<file path="config.mk">
export PLATFORM = sky130hd
export DESIGN_NAME = mux4_rr_arbiter
export DESIGN_NICKNAME = d
export VERILOG_FILES = /design/src/rtl/mux4_rr_arbiter_pkg.sv /design/src/rtl/mux4_rr_arbiter_pick.sv /design/src/rtl/mux4_rr_arbiter.sv
export SDC_FILE = /design/constraint.sdc
export NUM_CORES = 1
export LEC_CHECK = 0
export CAP_MARGIN = 0
export CORE_ASPECT_RATIO = 1.5
export CORE_MARGIN = 4
export CORE_UTILIZATION = 23
export CTS_CLUSTER_SIZE = 40
export DETAILED_ROUTE_END_ITERATION = 7
export PLACE_DENSITY = 0.38
export REMOVE_ABC_BUFFERS = 1
export SETUP_SLACK_MARGIN = 0.4
export SLEW_MARGIN = 5
export SYNTH_ARGS = -nofsm -noshare
export SYNTH_HDL_FRONTEND = slang
export SYNTH_HIERARCHICAL = 1
export SYNTH_SLANG_ARGS = --single-unit
export TNS_END_PERCENT = 100
</file>
<file path="constraint.sdc">
create_clock -name clk -period 2 [get_ports clk]
set_input_delay 0.3 -clock clk [delete_from_list [all_inputs] [get_ports clk]]
set_output_delay 0.3 -clock clk [all_outputs]
set_load 0.01 [all_outputs]
</file>
<file path="src/rtl/mux4_rr_arbiter_pkg.sv">
// Shared definitions for the 4-way round-robin mux arbiter: FSM state
// encodings, mux select constants and the select-to-grant decode.
package mux4_rr_arbiter_pkg;

    typedef enum logic [1:0] {
        ARB_IDLE   = 2'd0,
        ARB_SETTLE = 2'd1,
        ARB_GRANT  = 2'd2
    } arb_state_t;

    localparam logic [1:0] SEL_I0 = 2'b00;
    localparam logic [1:0] SEL_I1 = 2'b01;
    localparam logic [1:0] SEL_I2 = 2'b10;
    localparam logic [1:0] SEL_I3 = 2'b11;

    function automatic logic [3:0] sel_onehot(input logic [1:0] sel);
        return 4'b0001 << sel;
    endfunction

endpackage

</file>
<file path="src/rtl/mux4_rr_arbiter_pick.sv">
// Combinational round-robin pick: first set request bit scanning last+1,
// last+2, ... modulo 4.
module rr_pick4 (
    input  logic [3:0] req,
    input  logic [1:0] last,
    output logic [1:0] pick,
    output logic       any
);
    // rot[gi] is the request that sits gi+1 places after the last served one
    logic [3:0] rot;

    generate
        for (genvar gi = 0; gi < 4; gi++) begin : g_rot
            localparam logic [1:0] OFF = 2'(gi + 1);
            logic [1:0] src;
            assign src     = last + OFF;
            assign rot[gi] = req[src];
        end
    endgenerate

    logic [1:0] off;

    always_comb begin
        off = 2'd3;
        if (rot[0])      off = 2'd0;
        else if (rot[1]) off = 2'd1;
        else if (rot[2]) off = 2'd2;
    end

    assign pick = last + 2'd1 + off;
    assign any  = |req;
endmodule

</file>
<file path="src/rtl/mux4_rr_arbiter.sv">
// Round-robin arbiter driving the mux select and a one-hot grant, with a
// SETTLE cycle so gnt is always low around every select change.
module mux4_rr_arbiter
    import mux4_rr_arbiter_pkg::*;
#(
    parameter int MAX_HOLD = 8,
    parameter int CNT_W    = 4
) (
    input  logic       clk,
    input  logic       rst_n,
    input  logic [3:0] req,
    output logic [3:0] gnt,
    output logic       s0,
    output logic       s1,
    output logic       busy
);
    localparam logic [CNT_W-1:0] HOLD_MAX = CNT_W'(MAX_HOLD);

    arb_state_t       state_reg;
    logic [1:0]       idx_reg;
    logic [1:0]       last_reg;
    logic [1:0]       sel_reg;
    logic [CNT_W-1:0] cnt_reg;
    logic [3:0]       gnt_reg;
    logic             busy_reg;

    logic [1:0] pick;
    logic       any;

    rr_pick4 u_pick (
        .req  (req),
        .last (last_reg),
        .pick (pick),
        .any  (any)
    );

    logic owner_req;
    logic contested;
    logic hold_done;

    assign owner_req = req[idx_reg];
    assign contested = |(req & ~sel_onehot(idx_reg));
    assign hold_done = (cnt_reg == HOLD_MAX);

    always_ff @(posedge clk or negedge rst_n) begin
        if (!rst_n) begin
            state_reg <= ARB_IDLE;
            idx_reg   <= SEL_I0;
            last_reg  <= SEL_I3;
            sel_reg   <= SEL_I0;
            cnt_reg   <= '0;
            gnt_reg   <= 4'b0000;
            busy_reg  <= 1'b0;
        end else begin
            case (state_reg)
                ARB_IDLE: begin
                    if (any) begin
                        idx_reg   <= pick;
                        sel_reg   <= pick;
                        busy_reg  <= 1'b1;
                        state_reg <= ARB_SETTLE;
                    end
                end
                ARB_SETTLE: begin
                    if (owner_req) begin
                        gnt_reg   <= sel_onehot(idx_reg);
                        cnt_reg   <= CNT_W'(1);
                        state_reg <= ARB_GRANT;
                    end else begin
                        // A requester that vanished during SETTLE still counts as served
                        last_reg  <= idx_reg;
                        busy_reg  <= 1'b0;
                        state_reg <= ARB_IDLE;
                    end
                end
                ARB_GRANT: begin
                    if (!owner_req || (hold_done && contested)) begin
                        gnt_reg   <= 4'b0000;
                        last_reg  <= idx_reg;
                        busy_reg  <= 1'b0;
                        state_reg <= ARB_IDLE;
                    end else if (!hold_done) begin
                        cnt_reg <= cnt_reg + CNT_W'(1);
                    end
                end
                default: begin
                    gnt_reg   <= 4'b0000;
                    busy_reg  <= 1'b0;
                    state_reg <= ARB_IDLE;
                end
            endcase
        end
    end

    assign gnt  = gnt_reg;
    assign s0   = sel_reg[1];
    assign s1   = sel_reg[0];
    assign busy = busy_reg;
endmodule

</file>
### After elaboration in Yosys (flattened, before gate mapping)

Cells that the tools add are included.

* register bits after elaboration: 15
* input port bits: 6
* output and inout port bits: 7
* word-level logic and storage cells: 70

* add/sub/neg operators: 5
* $lt $le $gt $ge: 4
* eq/ne operators: 9
* shifts and indexed selects: 1
* multiplexer cells: 29
* bitwise logic cells: 3
* reductions and logical operators: 13

Operator list (number)
* 2-to-1 mux 4 bit: 5
* 2-to-1 mux 2 bit: 7
* < comparator 2 x 3 -> 1 bit, second input constant: 4
* inequality test 2 bit, second input constant: 6
* case mux 4 bit (3 select lines): 1
* AND reduction 3 bit: 3
* binary-select mux 1 bit (select 2 bit): 4
* 2-to-1 mux 1 bit: 8
* case mux 4 bit (2 select lines): 1
* OR reduction 4 bit: 2
* case mux 2 bit (3 select lines): 1
* adder 2 bit, second input constant: 2
* adder 4 x 1 -> 4 bit, second input constant: 1
* AND 4 bit: 1
* equality test 4 bit, second input constant: 1
* inverter 4 bit: 1
* case mux 2 bit (2 select lines): 1
* AND reduction 2 bit: 2
* AND reduction 4 bit: 1
* left shift 1 x 2 -> 4 bit, first input constant: 1
* case mux 1 bit (3 select lines): 1
* adder 2 x 1 -> 2 bit, second input constant: 1
* adder 2 bit: 1
* equality test 2 x 1 -> 1 bit, second input constant: 1
* 7 further kinds: 7

### Depth between registers and ports, before layout

Gate-level depths: netlist (run 1).

* depth in word-level cells: 8
* gate-level depth with buffers: 8
* mapped depth without buffers: 8

### Hierarchy

Netlist (run 1), hierarchy kept.

By module, submodules not included
* mux4_rr_arbiter: times used 1, cells an instance 99, area each 963.4 µm², seq. area each 377.9 µm²
* rr_pick4: times used 1, cells an instance 20, area each 123.9 µm², seq. area each 0.0 µm²

### Worst setup path before layout (run 1)

OpenSTA, ideal clock, no wires.

* path kind: flip-flop to flip-flop
* start point: register sel_reg[0] (netlist name)
* end point: register last_reg[1]
* library setup time: 85 ps
* arrival time: 1584 ps
* required time: 1915 ps
* path slack: 331 ps
* stages on the path, launching flop included: 5
* buffers on the path: 1
* clock period less this slack: 1669 ps
* cell sequence: dfrtp_1 > buf_6 > mux4_2 > o21ai_2 > mux2_1

RTL lines
* to (signal assigned): RTL line mux4_rr_arbiter.sv:71 `last_reg <= idx_reg;`
* to (signal assigned): RTL line mux4_rr_arbiter.sv:79 `last_reg <= idx_reg;`
* to (decl): RTL line mux4_rr_arbiter.sv:21 `logic [1:0] last_reg;`

==> out/qor.txt, run 1 <==
Crit path depth - 5
Remaining Overflow, GRT - 0
RSZ-0062 raised after global routing - yes
R2r setup slk - 0.36 ns
IO buf count - 12
Compound-Gate Fraction of Synth Area - 0.257
First-pass GRT wire length - 5300 um
Leakage power - 0.682 nW
Syn Inst Count - 119
Mapped Area - 1090 um^2
Hold Path Class - input port to async pin
Pin count of the biggest net entering global routing - 16
Layout cell share with drive strength beyond 1 - 0.409
Cell family with most CP delay - compound AO/OA/AOI/OAI gates
Clk root buf - clkbuf_8
Gp weighted congestion - 0.824
Die H - 92.2 um
Placed Area - 1370 um^2
Worst skew pair latency - 0.25 ns
Pins Over Slew Limit - 0
Non-Filler Instances - 223
Routed via count - 1058
Fin nets - 169
Largest family of logic cells by synthesized area - compound AO/OA/AOI/OAI gates
Slowest Stage Delay on Critical Path - 0.39 ns
Mux contribution to synthesized area - 0.108
CTS Hold Bufs - 0
Critical path startpoint category - flip-flop
Critical path class - flip-flop to flip-flop
Commonest non-fill, non-tap cell in the layout - buf_4
Core area - 4540 um^2
Simple-Gate Fraction of Synth Area - 0.188
Xor and xnor area share after synthesis - 0.00806
Worst vdd ir - 0.000629 V
Number of synthesized flops with an enable pin - 0
Total global-route track usage - 0.115
Reg2Reg Launch Point - sel_reg[1]
Clk buf depth - 2
Ys flop type - dfrtp_1
Adder-cell share of the synthesized area - 0.0345
Antenna cells - 0
Synth cell types - 51
Num ports - 13
Vias in the first global route - 1063
Worst endpoint required time - 2.18 ns
Power Dens Cells - 1540 nW/um^2
DR iter-0 viols - 22
Register bit total from synthesis - 15
FILL cells - 477
Final Cell Area - 1620 um^2
Critical path endpoint category - flip-flop
Slowest CP cell - dfrtp_1
Critical path startpoint - sel_reg[1]
Tcrit/Tclk final - 0.818
DP HPWL - 2400 um
Die Area - 5910 um^2
Max frequency - 611 MHz
DR WL/cell - 15.1 um
Crit path cell chain - buf_4, nor3b_1, a32o_2, o21ai_2, mux2_4
Reg2Reg Depth - 5
Pre-antenna DRT Iters - 3
Syn_area_per_cell - 9.14 um^2
Fin crit period - 1.64 ns
Clock slew at reported path FFs - 0.07 ns
CTS tree - done
Area grow syn2layout - 49.0%
Placed Cells incl. Taps - 205
Worst-margin pin slew - 0.368 ns
Crit path buf inv count - 1
Worst R2R End - last_reg[1]
Die Wd - 64.1 um
Max Cap Violations - 0
Run status - complete, no violations
Data arrival, critical path - 1.81 ns
Crit path to - last_reg[1]
Vias per Instance - 4.74
Initial Util - 0.239
DRT Wirelength - 3370 um
Final Hold Viols - 0
Worst Skew - 0.00452 ns
Post-route ant nets - 0
CTS Buf Count - 3
Most frequent cells in the layout - 24 x buf_4, 10 x dfrtp_1, 8 x inv_1, 7 x nor2_1, 7 x a21oi_1
Initial antenna violation count - 0
Sequential element share of the synthesized area - 0.348
Max FO, Critical Path - 11
Drc violations - 0
Rows - 30
CTS Sinks - 15
# setup viols final - 0
Yosys warns - 6
Async set-reset flop share out of synthesis - 1.00
H-tree depth - 1
Slew headroom - 0.755
==> layer usage <==
metal / share of wire / global-route usage / up-vias
met5: 0 / 0 / -
met2: 0.55 / 0.219 / 11
li1: - / - / 523
met4: 0.027 / 0.0494 / 0
met3: 0.019 / 0.0172 / 7
met1: 0.40 / 0.123 / 517
==> what timing repair did <==
action | CTS | global route
gates cloned | 1 | 0
gates resized for setup | 14 | 22
buffers inserted | 6 | 7
endpoints found under the setup margin | 14 | 15
pin swaps | 7 | 11
==> cell families (layout without fill, tap and decap cells) <==
kind of cell / count (synthesis) / in the layout
DFF: 15 / 15
buffers and inverters: 14 / 53
xor gates and xnor gates: 1 / 1
AOI/OAI and AO/OA: 41 / 41
muxes: 8 / 9
adders and majority gates: 3 / 3
and+or+nand+nor: 37 / 37
==> cell usage after synthesis, types with 2 or more instances <==
library cell  instances  area share
a31oi_1               3       0.017
nand3_1               4       0.018
nor2b_1               3       0.017
nor2_1                8       0.028
mux2i_1               2       0.018
nand2b_1              3       0.017
o211ai_1              2       0.014
mux2_4                2       0.028
or2_2                 2       0.012
a2bb2oi_1             2       0.016
o21ai_0               6       0.028
inv_1                 9       0.031
ha_1                  3       0.035
buf_2                 2      0.0092
a21oi_1              12       0.055
dfstp_2               2       0.048
nand2_1               8       0.028
dfrtp_1              13        0.30
==> worst min-delay path by stage <==
| stage | start | endpoint | cells past startpoint |
|---|---|---|---|
| 4_1_cts | rst_n | gnt[1] | 2 |
| 5_1_grt | rst_n | gnt[0] | 2 |
| 6_report | rst_n | cnt_reg[1] | 2 |
| 3_5_place_dp | gnt[2] | gnt[2] | 2 |
| 2_1_floorplan | rst_n | busy | 0 |
| 3_3_place_gp | gnt[3] | gnt[3] | 2 |
==> per-stage QoR <==
stage / util / power, mW / worst slack, ns / TNS (ns) / hold slack, ns
floorplan: - / 1.37 / 0.248 / 0 / 0.00441
global placement: 0.301 / 1.87 / -0.0466 / -0.230 / 0.539
detailed placement: 0.301 / 1.87 / -0.0631 / -0.240 / 0.539
CTS: 0.331 / 2.30 / 0.316 / 0 / 0.369
global route: 0.357 / 2.70 / 0.299 / 0 / 0.379
finish: 0.357 / 2.50 / 0.365 / 0 / 0.363
==> final cells by class <==
class	instances	area, um^2	area share
Clock inverter	1	5.00	0.00309
Multi-Input combinational cell	91	744	0.459
Inverter	10	37.5	0.0232
Tap cell	64	80.1	0.0494
Timing Repair Buffer	39	330	0.204
Sequential cell	15	382	0.236
Clock buffer	3	41.3	0.0255
==> report_power, final <==
part / switching, mW / internal [mW]
clock: 0.117 / 0.138
sequential: 0.139 / 0.454
combinational: 0.788 / 0.863
==> worst register-to-register path, stage by stage, from the launching register on <==
cell     delay [ns]
dfrtp_1        0.39
buf_4          0.19
nor3b_1        0.15
a32o_2         0.29
o21ai_2        0.22
mux2_4         0.32
Note: power is estimated with default switching activity, not from simulation.
==> run 2, diff against run 1 <==
PLACE_DENSITY = 0.39   (was 0.38)
clock period = 1.39 ns   (was 2 ns; I/O delays follow)
==> run 2 against run 1 <==
The flow now finishes with violations (negative setup slack). Wire length increased by 5.1%. Non-clock buffer count rose by 22. Clock-buffer cell count grew 1. Register-to-register slack worse by 0.64 ns. Hold slack got worse by 0.084 ns. Sequential power increased by 40%. Sequential share of layout area down 3.1 points. Die area unchanged. Via count grew 9.5%. Maximum frequency decreased by 1.8%. Highest routed layer unchanged.
==> out/qor.txt, run 2 (synthesis gave the netlist of run 1 again) <==
Max Cap Violations - 0
Clk root buf - clkbuf_8
Worst Skew - 0.00121 ns
Pins Over Slew Limit - 0
Gate power share - 0.721
Hold Path Class - input port to async pin
Internal power - 2.58 mW
Die Wd - 64.1 um
Power Total - 4.25 mW
Initial Util - 0.239
Remaining Overflow, GRT - 0
Pre-CTS WS - -0.601 ns
Vias per Instance - 4.73
Antenna cells - 0
Switching Share - 0.393
DRT Wirelength - 3540 um
Rows - 30
Critical path class - flip-flop to flip-flop
Worst vdd ir - 0.000836 V
CTS Sinks - 15
Top Usage Layer GRT - met2
Slowest Stage Delay on Critical Path - 0.55 ns
DP HPWL - 2510 um
Worst skew pair latency - 0.24 ns
Sequential Power Share - 0.196
Drc violations - 0
Slowest CP cell - dfstp_2
RSZ-0062 raised after global routing - yes
Core area - 4540 um^2
Net Switching - 1.67 mW
Layout cell share with drive strength beyond 1 - 0.558
Critical path startpoint category - flip-flop
Routed via count - 1158
Total global-route track usage - 0.133
Die H - 92.2 um
Data arrival, critical path - 1.83 ns
Run status - finished with violations
Clk buf depth - 2
Die Area - 5910 um^2
# setup viols final - 14
Final Cell Area - 1860 um^2
Critical path endpoint category - flip-flop
DR iter-0 viols - 75
Tcrit/Tclk final - 1.20
CTS Buf Count - 3
Fin nets - 191
Met1 usage - 0.160
Power Dens Cells - 2280 nW/um^2
Met3 usage - 0.0172
Fin crit period - 1.67 ns
Pin count of the biggest net entering global routing - 16
Max frequency - 601 MHz
Vias in the first global route - 1301
H-tree depth - 1
Area grow syn2layout - 71.2%
Final Hold Viols - 0
Clk pwr share - 0.083
Placed Area - 1520 um^2
Worst-margin pin slew - 0.393 ns
Cell family with most CP delay - flip-flops
Num ports - 13
FILL cells - 473
IO buf count - 12
Crit path cell chain - nand2b_4, a21oi_2, a311oi_2, a21oi_1, ha_2, xnor2_2, nand3_1, o21ai_1
CTS Hold Bufs - 0
Commonest non-fill, non-tap cell in the layout - buf_4
M2 GR Usage - 0.228
Violated checks - negative setup slack
First-pass GRT wire length - 6190 um
Max FO, Critical Path - 3
Gp weighted congestion - 0.744
Most frequent cells in the layout - 32 x buf_4, 20 x buf_6, 10 x dfrtp_1, 7 x inv_1, 7 x nand2_1
Clock slew at reported path FFs - 0.06 ns
Worst endpoint required time - 1.56 ns
Final worst slack - -0.275 ns
Initial antenna violation count - 0
Leakage power - 0.810 nW
Post-route ant nets - 0
Crit path buf inv count - 0
CTS tree - done
Slew headroom - 0.734
DR WL/cell - 14.4 um
Pre-antenna DRT Iters - 4
run 2: changes by cell type in the layout (fill, tap and decap cells not counted), sizes merged:
cell and delta:
buf +30, clkbuf +1, clkdlybuf4s15 +2, clkdlybuf4s50 -5
clkinv -1, dlygate4sd2 -4, dlymetal6s2s -1
run 2: path summary, 6_finish.rpt:
path | slack, ns | to | start | cells past startpoint
min in group clk | 0.53 | gnt[2] | gnt[2] | 2
max | -0.28 | sel_reg[1] | last_reg[1] | 8
max in group asynchronous | 0.86 | last_reg[0] | rst_n | 2
min reg2reg | 0.53 | gnt[2] | gnt[2] | 2
min | 0.28 | gnt[0] | rst_n | 2
max reg2reg | -0.28 | sel_reg[1] | last_reg[1] | 8
run 2: per-layer routing:
metal	up-vias	part of all wire
met3	8	0.019
li1	575	-
met4	0	0.034
met5	-	0
met1	558	0.42
met2	17	0.52
run 2: timing repair:
| item | 4_1_cts | 5_1_grt |
|---|---|---|
| endpoints found under the setup margin | 22 | 22 |
| pin swaps | 21 | 13 |
| gates resized for setup | 72 | 24 |
| buffers inserted | 14 | 1 |
| cloned | 1 | 0 |
run 2: area by class of cell:
class                      count  area (um^2)  share of cell area
multi-input combinational     91          786               0.422
sequential                    15          382               0.205
tap                           64         80.1              0.0430
clock buffer                   4         45.0              0.0242
inverter                      10         37.5              0.0202
timing repair buffer          61          532               0.286
run 2: metrics by stage:
stage	instances	hold WS, ns	setup TNS [ns]	util
global placement	225	0.544	-7.33	0.334
global route	245	0.294	-3.63	0.410
detailed placement	225	0.543	-7.27	0.334
CTS	244	0.281	-2.67	0.389
floorplan	115	-0.0871	-2.97	-
finish	245	0.279	-2.68	0.410
run 2: power by group through the flow:
| stage | Clock [mW] | Combinational (mW) | Sequential, mW |
|---|---|---|---|
| after CTS | 0.368 | 2.79 | 0.828 |
| after global routing | 0.396 | 3.34 | 0.873 |
| final | 0.352 | 3.07 | 0.832 |
| after detailed placement | 0 | 2.24 | 0.842 |
| after floorplan | 0 | 1.04 | 0.930 |
| after global placement | 0 | 2.22 | 0.833 |
==> run 3, diff against run 2 <==
CORE_UTILIZATION = 38   (was 23)
PLACE_DENSITY = 0.58   (was 0.39)
SETUP_SLACK_MARGIN = 0.3   (was 0.4)
SYNTH_HIERARCHICAL = default   (was 1)
==> run 3 against run 2 <==
The flow still finishes with violations (negative setup slack). Sequential power is 0.5% lower. Via count is 3.0% higher. Die area is 34% lower. Synthesized area is 2.6% higher. Non-clock buffer count is 5 lower. Synthesized cell count is 7.6% higher. Clock skew is 0.0022 ns higher. Register-to-register slack worse by 0.35 ns. Critical endpoint unchanged. Highest routed layer unchanged.
==> out/qor.txt, run 3 <==
Run status - finished with violations
Violated checks - negative setup slack
Most area-consuming cells after synthesis - dfrtp_1 29%, a21oi_1 4.9%, dfstp_2 4.7%
Slew headroom - 0.751
Final Hold Viols - 0
Worst vdd ir - 0.00151 V
Syn Inst Count - 128
Hold Path Class - input port to async pin
Initial Util - 0.408
Pre-antenna DRT Iters - 4
CTS tree - done
CTS Sinks - 15
Clk buf depth - 2
Power Dens Cells - 2190 nW/um^2
Ys flop type - dfrtp_1
Final Cell Area - 1820 um^2
Synth cell types - 46
Yosys warns - 0
Top-area cell type share of the netlist area - 0.291
Slowest CP cell - dfstp_2
Antenna cells - 0
Critical path class - flip-flop to flip-flop
Vias in the first global route - 1238
# setup viols final - 14
Initial antenna violation count - 0
Fin crit period - 2.01 ns
Non-Filler Instances - 214
FILL cells - 210
Area grow syn2layout - 62.8%
Async set-reset flop share out of synthesis - 1.00
Adder-cell share of the synthesized area - 0.0336
Placed Cells incl. Taps - 196
CTS Hold Bufs - 0
DP HPWL - 2420 um
H-tree depth - 1
Setup total negative slack - -2.72 ns
Syn_area_per_cell - 8.72 um^2
Placed Area - 1430 um^2
Slowest Stage Delay on Critical Path - 0.56 ns
Leakage power - 0.764 nW
Total global-route track usage - 0.194
Post-route ant nets - 0
Gp weighted congestion - 0.803
Routed via count - 1193
Sequential element share of the synthesized area - 0.339
Commonest non-fill, non-tap cell in the layout - buf_4
Crit path to - sel_reg[1]
Mux contribution to synthesized area - 0.0561
Remaining Overflow, GRT - 0
DR WL/cell - 15.8 um
Num ports - 13
Crit path depth - 9
Layout cell share with drive strength beyond 1 - 0.537
Tcrit/Tclk final - 1.45
Critical path endpoint category - flip-flop
Die Wd - 52.3 um
Hold Worst Slack - 0.215 ns
Synth top cells by count - 13 x dfrtp_1, 11 x a21oi_1, 9 x o21ai_0
Worst endpoint required time - 1.56 ns
Synth area leader - dfrtp_1
Mapped Area - 1120 um^2
Pin count of the biggest net entering global routing - 11
Die Area - 3890 um^2
Core area - 2730 um^2
Most frequent cells in the layout - 34 x buf_4, 12 x dfrtp_1, 12 x buf_6, 8 x nor2_1
Critical path startpoint category - flip-flop
R2r setup slk - -0.62 ns
Drc violations - 0
RSZ-0062 raised after global routing - yes
Crit path cell chain - nand2b_4, a21oi_2, a311oi_2, a21oi_2, ha_2, xnor2_2, xnor2_1, or3_1, a31oi_1
CTS Buf Count - 3
Number of synthesized flops with an enable pin - 0
Most frequent cell after synthesis - dfrtp_1
Xor and xnor area share after synthesis - 0.0157
Pins Over Slew Limit - 0
IO buf count - 12
Reg2Reg Launch Point - last_reg[1]
Worst R2R End - sel_reg[1]
Fin nets - 187
DR iter-0 viols - 23
Worst-margin pin slew - 0.364 ns
DRT Wirelength - 3380 um
Max frequency - 497 MHz
Largest family of logic cells by synthesized area - compound AO/OA/AOI/OAI gates
Final worst slack - -0.624 ns
First-pass GRT wire length - 5580 um
Clock slew at reported path FFs - 0.06 ns
Register bit total from synthesis - 15
Clk root buf - clkbuf_8
Worst Skew - 0.00337 ns
Max Cap Violations - 0
Max FO, Critical Path - 3
Rows - 23
Crit path buf inv count - 0
Simple-Gate Fraction of Synth Area - 0.198
Compound-Gate Fraction of Synth Area - 0.262
Vias per Instance - 5.57
Worst skew pair latency - 0.25 ns
Critical path startpoint - last_reg[1]
Die H - 74.4 um
Reg2Reg Depth - 9
Data arrival, critical path - 2.18 ns
Cell family with most CP delay - flip-flops
CP dominant cell by count - a21oi_2
-- run 3: cell count changes in the layout (fill, tap and decap cells not counted), sizes merged, moves of 2 or more --
| cell | delta |
|---|---|
| mux2 | -4 |
| nand4 | +2 |
| or2 | -2 |
| o21ai | +3 |
| or3 | +2 |
| o2bb2ai | +4 |
| nor2b | -2 |
| a311oi | +2 |
| buf | -10 |
| a2bb2oi | -2 |
| clkdlybuf4s15 | +2 |
| clkbuf | +2 |
| nor3 | +4 |
-- run 3: final cells by class --
| cell class | instances | area [um^2] | area share |
|---|---|---|---|
| well taps | 37 | 46.3 | 0.0255 |
| flip-flops and latches | 15 | 379 | 0.209 |
| clock buffers | 4 | 45.0 | 0.0248 |
| repair buffers | 56 | 475 | 0.262 |
| multi-input cells | 94 | 836 | 0.460 |
| inverters | 8 | 35.0 | 0.0193 |
-- run 3: report_power, final --
group	internal [mW]	switching [mW]
clock network	0.203	0.149
logic	1.44	1.35
registers	0.638	0.190
total	2.29	1.69
-- run 3: worst min-delay path by stage --
stage,depth (start not counted),endpoint,slack (ns),from
finish,1,busy,0.21,rst_n
global route,1,busy,0.24,rst_n
CTS,1,state_reg[1],0.22,rst_n
detailed placement,1,state_reg[1],0.49,rst_n
global placement,1,state_reg[1],0.49,rst_n
floorplan,0,busy,-0.09,rst_n
-- run 3: logic make-up after synthesis --
group | Yosys count
adders and majority gates | 3
xor gates and xnor gates | 2
DFF | 15
buffers and inverters | 19
and+or+nand+nor | 41
AOI/OAI and AO/OA | 43
muxes | 5
-- run 3: metrics by stage --
stage | setup slack, ns | total power [mW] | utilization
after detailed placement | -0.823 | 2.82 | 0.524
final | -0.624 | 3.98 | 0.665
after CTS | -0.613 | 3.78 | 0.627
after global routing | -0.707 | 4.27 | 0.665
after floorplan | -0.622 | 1.86 | -
after global placement | -0.756 | 2.77 | 0.524
-- run 3: repair_timing --
item,4_1_cts,5_1_grt
resized for setup,68,22
setup buffers,8,6
setup endpoints to repair,22,19
pin swaps,20,9
-- run 3: routing by layer --
| layer | wire (um) | vias up | part of all wire | global-route usage |
|---|---|---|---|---|
| li1 | - | 579 | - | - |
| met1 | 1320 | 587 | 0.39 | 0.195 |
| met2 | 1890 | 18 | 0.56 | 0.373 |
| met3 | 70 | 9 | 0.021 | 0.0261 |
| met4 | 98 | 0 | 0.029 | 0.105 |
| met5 | 0 | - | 0 | 0 |
